**config.mk**
```make
export PLATFORM = sky130hd
export DESIGN_NAME = seq_pass_arbiter_flat
export DESIGN_NICKNAME = d
export VERILOG_FILES = /design/src/rtl/seq_pass_pkg.sv /design/src/rtl/seq_pass_arbiter_if.sv /design/src/rtl/seq_pass_arbiter_rr_pick.sv /design/src/rtl/seq_pass_arbiter.sv /design/src/flat_wrapper.sv
export SDC_FILE = /design/constraint.sdc
export NUM_CORES = 1
export LEC_CHECK = 0
export CORE_UTILIZATION = 25
export DETAILED_ROUTE_END_ITERATION = 8
export GPL_TIMING_DRIVEN = 0
export SKIP_CTS_REPAIR_TIMING = 1
export SLEW_MARGIN = 5
export SYNTH_ARGS = -nofsm -noshare
export SYNTH_HDL_FRONTEND = slang
export SYNTH_SLANG_ARGS = --single-unit
```
**constraint.sdc**
```tcl
create_clock -name clock -period 1.41 [get_ports clock]
set_input_delay 0.282 -clock clock [delete_from_list [all_inputs] [get_ports clock]]
set_output_delay 0.282 -clock clock [all_outputs]
set_load 0.05 [all_outputs]
```
**src/rtl/seq_pass_pkg.sv**
```systemverilog
`default_nettype none
// ============================================================================
// Module   : seq_pass_pkg
// Purpose  : Shared phase codes, controller states and y-code helper.
// Revision : 1.0
// ============================================================================
package seq_pass_pkg;

  typedef logic [1:0] phase_t;

  localparam phase_t ST0 = 2'd0;
  localparam phase_t ST1 = 2'd1;
  localparam phase_t ST2 = 2'd2;
  localparam phase_t ST3 = 2'd3;

  typedef enum logic [0:0] {
    IDLE = 1'b0,
    RUN  = 1'b1
  } ctrl_state_t;

  function automatic logic [2:0] ycode(input phase_t ph);
    return {1'b0, ph} + 3'd1;
  endfunction

endpackage
`default_nettype wire

```
**src/rtl/seq_pass_arbiter_if.sv**
```systemverilog
`default_nettype none
// ============================================================================
// Module   : seq_pass_arbiter_if
// Purpose  : Requester-side handshake and shared sequencer outputs.
// Revision : 1.0
// ============================================================================
interface seq_pass_arbiter_if #(
  parameter int NREQ = 4,
  parameter int IDW  = 2
);
  logic [NREQ-1:0] req;
  logic [NREQ-1:0] branch;
  logic [NREQ-1:0] gnt;
  logic            busy;
  logic [1:0]      phase;
  logic [2:0]      y;
  logic            done;
  logic [IDW-1:0]  done_id;

  modport master (
    output req, branch,
    input  gnt, busy, phase, y, done, done_id
  );

  modport slave (
    input  req, branch,
    output gnt, busy, phase, y, done, done_id
  );
endinterface
`default_nettype wire

```
**src/rtl/seq_pass_arbiter_rr_pick.sv**
```systemverilog
`default_nettype none
// ============================================================================
// Module   : rr_pick
// Purpose  : Combinational round-robin pick: first set req after index last.
// Revision : 1.0
// ============================================================================
module rr_pick #(
  parameter int NREQ = 4,
  parameter int IDW  = 2
) (
  input  logic [NREQ-1:0] req,
  input  logic [IDW-1:0]  last,
  output logic            valid,
  output logic [NREQ-1:0] win,
  output logic [IDW-1:0]  win_id
);

  logic [NREQ-1:0] w_upper_mask;
  logic [NREQ-1:0] w_upper;
  logic [NREQ-1:0] w_pool;

  // Bits strictly above last; wraps to zero when last is the top index.
  assign w_upper_mask = ~((NREQ'(2) << last) - NREQ'(1));
  assign w_upper      = req & w_upper_mask;
  assign w_pool       = (|w_upper) ? w_upper : req;
  assign win          = w_pool & (~w_pool + NREQ'(1));
  assign valid        = |req;

  always_comb begin
    win_id = '0;
    for (int j = 0; j < NREQ; j++) begin
      if (win[j]) win_id = j[IDW-1:0];
    end
  end

endmodule
`default_nettype wire

```
**src/rtl/seq_pass_arbiter.sv**
```systemverilog
`default_nettype none
// ============================================================================
// Module   : seq_pass_arbiter
// Purpose  : Round-robin owner of one shared ST0..ST3 output sequencer pass.
// Revision : 1.0
// ============================================================================
module seq_pass_arbiter #(
  parameter int NREQ = 4,
  parameter int IDW  = 2
) (
  input  logic              clock,
  input  logic              reset,
  seq_pass_arbiter_if.slave bus
);
  import seq_pass_pkg::*;

  localparam logic [IDW-1:0] c_last_rst = IDW'(NREQ - 1);

  ctrl_state_t     r_state, w_state_nxt;
  phase_t          r_phase, w_phase_nxt;
  logic            r_br, w_br_nxt;
  logic [IDW-1:0]  r_last, w_last_nxt;
  logic [NREQ-1:0] r_gnt, w_gnt_nxt;
  logic            r_busy;
  logic [2:0]      r_y;
  logic            r_done;
  logic [IDW-1:0]  r_done_id;

  logic            w_valid;
  logic [NREQ-1:0] w_win;
  logic [IDW-1:0]  w_win_id;
  logic            w_grant;

  rr_pick #(
    .NREQ (NREQ),
    .IDW  (IDW)
  ) u_pick (
    .req    (bus.req),
    .last   (r_last),
    .valid  (w_valid),
    .win    (w_win),
    .win_id (w_win_id)
  );

  always_comb begin
    w_state_nxt = r_state;
    w_phase_nxt = r_phase;
    w_br_nxt    = r_br;
    w_last_nxt  = r_last;
    w_gnt_nxt   = r_gnt;
    w_grant     = 1'b0;

    case (r_state)
      IDLE: w_grant = w_valid;
      RUN: begin
        case (r_phase)
          ST0:     w_phase_nxt = ST1;
          ST1:     w_phase_nxt = r_br ? ST2 : ST3;
          ST2:     w_phase_nxt = ST3;
          default: begin
            // ST3 doubles as the arbitration slot for the next pass.
            if (w_valid) begin
              w_grant = 1'b1;
            end else begin
              w_state_nxt = IDLE;
              w_phase_nxt = ST0;
              w_gnt_nxt   = '0;
            end
          end
        endcase
      end
      default: w_state_nxt = IDLE;
    endcase

    if (w_grant) begin
      w_state_nxt = RUN;
      w_phase_nxt = ST0;
      w_last_nxt  = w_win_id;
      w_br_nxt    = |(bus.branch & w_win);
      w_gnt_nxt   = w_win;
    end
  end

  always_ff @(posedge clock or posedge reset) begin
    if (reset) begin
      r_state   <= IDLE;
      r_phase   <= ST0;
      r_br      <= 1'b0;
      r_last    <= c_last_rst;
      r_gnt     <= '0;
      r_busy    <= 1'b0;
      r_y       <= 3'd0;
      r_done    <= 1'b0;
      r_done_id <= '0;
    end else begin
      r_state   <= w_state_nxt;
      r_phase   <= w_phase_nxt;
      r_br      <= w_br_nxt;
      r_last    <= w_last_nxt;
      r_gnt     <= w_gnt_nxt;
      r_busy    <= (w_state_nxt == RUN);
      r_y       <= (w_state_nxt == RUN) ? ycode(w_phase_nxt) : 3'd0;
      r_done    <= (w_state_nxt == RUN) && (w_phase_nxt == ST3);
      r_done_id <= ((w_state_nxt == RUN) && (w_phase_nxt == ST3)) ? w_last_nxt : '0;
    end
  end

  assign bus.gnt     = r_gnt;
  assign bus.busy    = r_busy;
  assign bus.phase   = r_phase;
  assign bus.y       = r_y;
  assign bus.done    = r_done;
  assign bus.done_id = r_done_id;

endmodule
`default_nettype wire
```
**src/flat_wrapper.sv**
```systemverilog
// flat-port wrapper written by rule: the top's interface ports become plain ports
module seq_pass_arbiter_flat import seq_pass_pkg::*;
#(
  parameter int NREQ = 4,
  parameter int IDW  = 2
)
  (clock, reset, bus_req, bus_branch, bus_gnt, bus_busy, bus_phase, bus_y, bus_done, bus_done_id);
  seq_pass_arbiter_if #(.NREQ(NREQ), .IDW(IDW)) bus_i ();
  input  logic clock;
  input  logic reset;
  input wire logic [$bits(bus_i.req)-1:0] bus_req;
  input wire logic [$bits(bus_i.branch)-1:0] bus_branch;
  output wire logic [$bits(bus_i.gnt)-1:0] bus_gnt;
  output wire logic [$bits(bus_i.busy)-1:0] bus_busy;
  output wire logic [$bits(bus_i.phase)-1:0] bus_phase;
  output wire logic [$bits(bus_i.y)-1:0] bus_y;
  output wire logic [$bits(bus_i.done)-1:0] bus_done;
  output wire logic [$bits(bus_i.done_id)-1:0] bus_done_id;
  assign bus_i.req = bus_req;
  assign bus_i.branch = bus_branch;
  assign bus_gnt = bus_i.gnt;
  assign bus_busy = bus_i.busy;
  assign bus_phase = bus_i.phase;
  assign bus_y = bus_i.y;
  assign bus_done = bus_i.done;
  assign bus_done_id = bus_i.done_id;
  seq_pass_arbiter #(.NREQ(NREQ), .IDW(IDW)) u_core (.clock(clock), .reset(reset), .bus(bus_i));
endmodule
```
* After elaboration in Yosys (flattened, before gate mapping)
Cells that the tools add are included.
** Storage, ports and cells
- Logic and storage cells :: 53
- Memories kept :: 0
- Bits of input ports :: 10
- Latch bits :: 0
- Memory bits (read-only) :: 0
- Output and inout port bits :: 13
- Bits in registers :: 16
- RAM bits :: 0
** Cells by class
- Muxes and demuxes :: 22
- Divide/modulo/power cells :: 0
- $lt $le $gt $ge :: 0
- Bitwise gates (word level) :: 6
- Multiply operators :: 0
- Add/subtract/negate cells :: 3
- Shift operators :: 1
- Reduce and logical (&&, ||, !) cells :: 8
- Equality and inequality tests :: 5
** Operators by type and width (number)
- 2-to-1 mux 4 bit :: 5
- 2-to-1 mux 2 bit :: 7
- AND 4 bit :: 3
- OR reduction 4 bit :: 3
- inverter 4 bit :: 2
- 2-to-1 mux 1 bit :: 7
- case mux 2 bit (3 select lines) :: 1
- adder 4 x 1 -> 4 bit, second input constant :: 1
- equality test 2 bit, second input constant :: 2
- left shift 2 x 2 -> 4 bit, first input constant :: 1
- subtractor 4 x 2 -> 4 bit, second input constant :: 1
- adder 2 x 1 -> 3 bit, second input constant :: 1
- 2-to-1 mux 3 bit :: 1
- AND reduction 3 bit :: 1
- OR reduction 3 bit :: 1
- equality test 2 x 1 -> 1 bit, second input constant :: 1
- logical NOT 2 bit :: 1
- inequality test 2 x 1 -> 1 bit, second input constant :: 1
- inequality test 2 bit, second input constant :: 1
- case mux 1 bit (2 select lines) :: 1
- nonzero test 2 bit :: 1
- logical AND 1 bit :: 1
- inverter 1 bit :: 1

* Depth between registers and ports, before layout
- Depth after elaboration :: 14
- Mapped depth :: 8
- Mapped depth without buffers :: 8

* Modules after synthesis
Synthesis repeated with hierarchy kept, for this count alone.
** Second synthesis, totals
- Cells, all modules :: 82
- Area, all modules :: 867.1 um^2
** By module, submodules not included
- seq_pass_arbiter :: area an instance 711.9 um^2, sequential area each 377.9 um^2, cells each 58, instances 1
- rr_pick :: area an instance 155.1 um^2, sequential area each 0.0 um^2, cells each 24, instances 1

* Least setup slack after synthesis
No wires, ideal clock.
- Path type :: reg-to-reg
- Start point :: reg u_core.r_phase[0], in the netlist u_core.bus.phase[0]
- End point :: reg u_core.r_y[1], in the netlist u_core.bus.y[1]
- Path buffers :: 0
- Data arrival time :: 1.743 ns
- Library setup time :: 0.119 ns
- Required time :: 1.291 ns
- Stages on the path, launching flop included :: 8
- Path slack :: -0.452 ns
- Clock period less this slack :: 1.862 ns
- Path through :: dfrtp_1 inv_1 ha_1 nor2_1 a21oi_1 a21o_2 ha_1 and2_1
** Between the ends
- Cells in the longest elaborated chain, start to end :: 7
- Elaborated cells between the ends (all ways) :: 15
- Those cells by class :: add/sub (1); eq/ne (2); mux (10); reduce/logical (2)
** Ends and longest elaborated chain
- from (decl) :: line seq_pass_arbiter.sv:20 : phase_t r_phase, w_phase_nxt;
- from (signal assigned) :: line seq_pass_arbiter.sv:97 : r_phase <= w_phase_nxt;
- equality test 2 x 1 -> 1 bit, or another cell as far along :: line seq_pass_arbiter.sv:56 : case (r_phase)
- OR reduction 3 bit (no line)
- 2-to-1 mux 1 bit :: line seq_pass_arbiter.sv:56
- case mux 1 bit (2 select lines) :: line seq_pass_arbiter.sv:53 : case (r_state)
- 2-to-1 mux 2 bit (*) :: line seq_pass_arbiter.sv:75 : if (w_grant) begin
- net u_core.w_phase_nxt[0] :: line seq_pass_arbiter.sv:20
- adder 2 x 1 -> 3 bit (*) :: line seq_pass_pkg.sv:22 : return {1'b0, ph} + 3'd1;
- 2-to-1 mux 3 bit (*) :: line seq_pass_arbiter.sv:102 : r_y <= (w_state_nxt == RUN) ? ycode(w_phase_nxt) : 3'd0;
- to (signal assigned) :: line seq_pass_arbiter.sv:102
- to (decl) :: line seq_pass_arbiter.sv:25 : logic [2:0] r_y;
The timed path passes the listed nets; every way through them passes the cells marked *.
A chain may end at the register's enable or synchronous reset.

* Worst setup path after layout
- Start point :: in bus_req[0]
- End point :: reg u_core.r_y[1], in the netlist u_core.bus.y[1]
** Between the ends
- Cells in the longest elaborated chain, start to end :: 7
- Elaborated cells between the ends (all ways) :: 13
- Those cells by class :: add/sub (1); mux (11); reduce/logical (1)
** Ends and longest elaborated chain
- from (decl) :: line flat_wrapper.sv:11 : input wire logic [$bits(bus_i.req)-1:0] bus_req;
- OR reduction 4 bit (*) :: line seq_pass_arbiter_rr_pick.sv:27 : assign valid = |req;
- 2-to-1 mux 2 bit / 2-to-1 mux 1 bit (equally long branches) :: line seq_pass_arbiter.sv:62 : if (w_valid) begin
- case mux 2 bit (3 select lines) / 2-to-1 mux 1 bit (equally long branches) :: line seq_pass_arbiter.sv:56
- 2-to-1 mux 2 bit / case mux 1 bit (2 select lines) (equally long branches) :: line seq_pass_arbiter.sv:53
- 2-to-1 mux 2 bit (*) :: line seq_pass_arbiter.sv:75
- net u_core.w_phase_nxt[0] :: line seq_pass_arbiter.sv:20
- adder 2 x 1 -> 3 bit (*) :: line seq_pass_pkg.sv:22
- 2-to-1 mux 3 bit (*) :: line seq_pass_arbiter.sv:102
Marks and branches as above.

==> results.sh <==
export IMPL_final_util=0.451
export IMPL_synth_area_top_cells="dfrtp_1, ha_1, nand2_1, dfstp_2, nor2b_1"
export IMPL_routedWlPerCell_um=14.3
export IMPL_grt_pass1_vias=613
export IMPL_period_needed_ns=1.63
export IMPL_pwr_share_clk=0.077
export IMPL_leakage_nw=0.673
export IMPL_initial_utilization=0.273
export IMPL_tns_ns=-0.980
export IMPL_yosys_area_top_type="dfrtp_1"
export IMPL_fin_crit_sh=1.16
export IMPL_detail_route_antenna_nets=0
export IMPL_violations="design-rule violations, negative setup slack"
export IMPL_grt_usage=0.110
export IMPL_antenna_found_initial=0
export IMPL_cts_buffers=3
export IMPL_syn_area_um2=778
export IMPL_antennaDiodeCount=0
export IMPL_total_power_w=0.00319
export IMPL_comb_power_share=0.667
export IMPL_power_share_switching=0.489
export IMPL_fmax_ghz=0.613
export IMPL_grt_first_pass_wirelength_mm=2.75
export IMPL_ir_drop_mv=0.905
export IMPL_clkLatencyLatePin_ns=0.28
export IMPL_dpl_cell_count=131
export IMPL_p_int_w=0.00163
export IMPL_cp_arrival_ns=1.82
export IMPL_drtIter0Drc=18
export IMPL_fin_cells=142
export IMPL_die_w_um=57.8
export IMPL_numClockSinks=15
export IMPL_avgSynthCellArea_um2=9.98
export IMPL_hp_class="primary input to asynchronous set/reset pin"
export IMPL_overflow=0
export IMPL_vias=710
export IMPL_die_area_um2=3340
export IMPL_clk_pin_slew_ns=0.09
export IMPL_power_density_nw_per_um2=2480
export IMPL_cts_tree="done"
export IMPL_grt_max_degree=16
export IMPL_slew_headroom=0.574
export IMPL_cp_required_ns=1.59
export IMPL_dp_slack_ns=-0.848
export IMPL_synthToLayoutAreaGrowth_pct=65.3
export IMPL_clockRootBuffer="clkbuf_4"
export IMPL_async_reset_ff_frac=1.00
export IMPL_setup_worst_path_class="primary input to flop"
export IMPL_setup_viol=8
export IMPL_max_slew_worst_pin_slew_ns=0.633
export IMPL_rsz0062_at_grt="true"
export IMPL_synth_cell_types=30
export IMPL_path_max_fanout=5
export IMPL_pin_count=23
export IMPL_yosysWarnings=0
export IMPL_globalplace_congestion=0.767
export IMPL_wl_mm=2.04
export IMPL_clock_skew_ns=0.000478
export IMPL_seq_area_frac_synth=0.486
export IMPL_crit_path_start_kind="primary input"
export IMPL_die_h_um=57.8
export IMPL_p_sw_w=0.00156
export IMPL_avgViaCountPerCell=5.00
export IMPL_nets=127
export IMPL_h_tree_depth=1
export IMPL_synth_edf_count=0
export IMPL_cap_violations=0
export IMPL_place_hpwl_mm=1.33
export IMPL_ys_flop_type="dfrtp_1"
export IMPL_final_max_slew_viol_count=0
export IMPL_post_route_drc_count=2
export IMPL_p_seq_frac=0.256
export IMPL_clock_path_buffers=2
export IMPL_fillCellCount=277
export IMPL_final_layout_size_suffix_gt1_frac=0.423
export IMPL_core_um2=2850
export IMPL_synth_top_area_share=0.418
export IMPL_rows=19
export IMPL_syn_inst=78
export IMPL_numPortBuffers=22
export IMPL_outcome="finished with violations"
export IMPL_worst_slack_ns=-0.221
export IMPL_hold_viol_final=0
export IMPL_ys_seq_elements=15
export IMPL_first_pass_iters=6
export IMPL_syn_nets=93
export IMPL_cp_end_kind="flop"
[through the flow]
step	hold WS [ns]	cell area, um^2
finish	0.350	1290
global route	0.379	1290
CTS	0.363	1110
detailed placement	0.467	1090
global placement	0.464	1090
floorplan	0.182	828
[flip-flops by register name (all words and copies together) (netlist names)]
register / cells
u_core.bus.y: 3
u_core.r_last: 2
u_core.r_state: 1
u_core.bus.gnt: 4
u_core.r_br: 1
u_core.bus.done_id: 2
u_core.bus.phase: 2
[cells in the mapped netlist (2+ instances only)]
master	instances
nand2_1	15
inv_1	5
o21bai_1	2
nand2b_1	3
ha_1	5
nand3_1	2
nor2_1	2
dfstp_2	2
a21oi_1	4
dfrtp_1	13
nor2b_1	4
a32oi_1	2
o221ai_1	2
[cell type report]
cell class	instances	area [um^2]	area share
Multi-Input combinational cell	56	514	0.400
Sequential cell	15	382	0.297
Timing Repair Buffer	29	279	0.217
Tap cell	31	38.8	0.0302
Inverter	5	26.3	0.0204
Clock buffer	3	22.5	0.0175
Buffer	2	18.8	0.0146
Clock inverter	1	5.00	0.00389
[cells in the final DEF (no fill, tap or decap), types with 2 or more instances in the layout]
cell type        netlist  layout
a21oi_2                0       3
a32oi_1                2       2
buf_2                  1       2
buf_4                  1       6
buf_6                  0       2
clkbuf_2               0       4
clkbuf_4               0       3
clkdlybuf4s50_1        0       5
dfrtp_1               13      10
dfrtp_2                0       3
dfstp_2                2       2
dlymetal6s2s_1         0      12
ha_4                   0       5
inv_1                  5       2
inv_4                  0       3
nand2_1               15      15
nand2b_1               3       2
nor2b_1                4       3
o21bai_1               2       2
[logic make-up (layout without fill, tap and decap cells)]
| family | Yosys count | in the layout | share of synthesized area |
|---|---|---|---|
| flip-flops | 15 | 15 | 0.486 |
| AND/OR/NAND/NOR | 32 | 32 | 0.206 |
| buffers and inverters | 7 | 40 | 0.0402 |
| AO/OA/AOI/OAI | 19 | 19 | 0.188 |
| adder cells (fa/ha/maj) | 5 | 5 | 0.0804 |
[critical path, cell delays in order]
cell and delay (ns):
dlymetal6s2s_1 0.18, or4_4 0.61, nor3_1 0.23, a21o_2 0.19
ha_4 0.20, and2_4 0.12
[power by group through the flow]
stage          sequential (W)  clock [W]  combinational, W
6_report             0.000817   0.000245           0.00213
3_3_place_gp         0.000797          0           0.00166
4_1_cts              0.000795   0.000256           0.00168
3_5_place_dp         0.000803          0           0.00167
5_1_grt              0.000841   0.000279           0.00227
2_1_floorplan         0.00126          0          0.000730
[layer usage]
layer,up-vias,routed length [um],track usage
met3,2,140,0.0402
li1,340,-,-
met2,28,987,0.174
met5,-,0,0
met4,0,12,0.0204
met1,340,896,0.147
[final timing paths]
check | slack (ns) | start | to | depth (start not counted)
worst min register to register | 0.48 | u_core.bus.gnt[1] | u_core.bus.gnt[1] | 2
worst min-delay path | 0.35 | reset | u_core.bus.done_id[1] | 2
min in group clock | 0.36 | bus_req[2] | u_core.bus.gnt[2] | 3
worst max-delay path | -0.22 | bus_req[0] | u_core.bus.y[1] | 6
max in group asynchronous | 0.66 | reset | u_core.r_state | 2
worst max register to register | -0.17 | u_core.bus.phase[0] | u_core.bus.y[1] | 7
No activity file was read; power rests on OpenSTA's default activity.
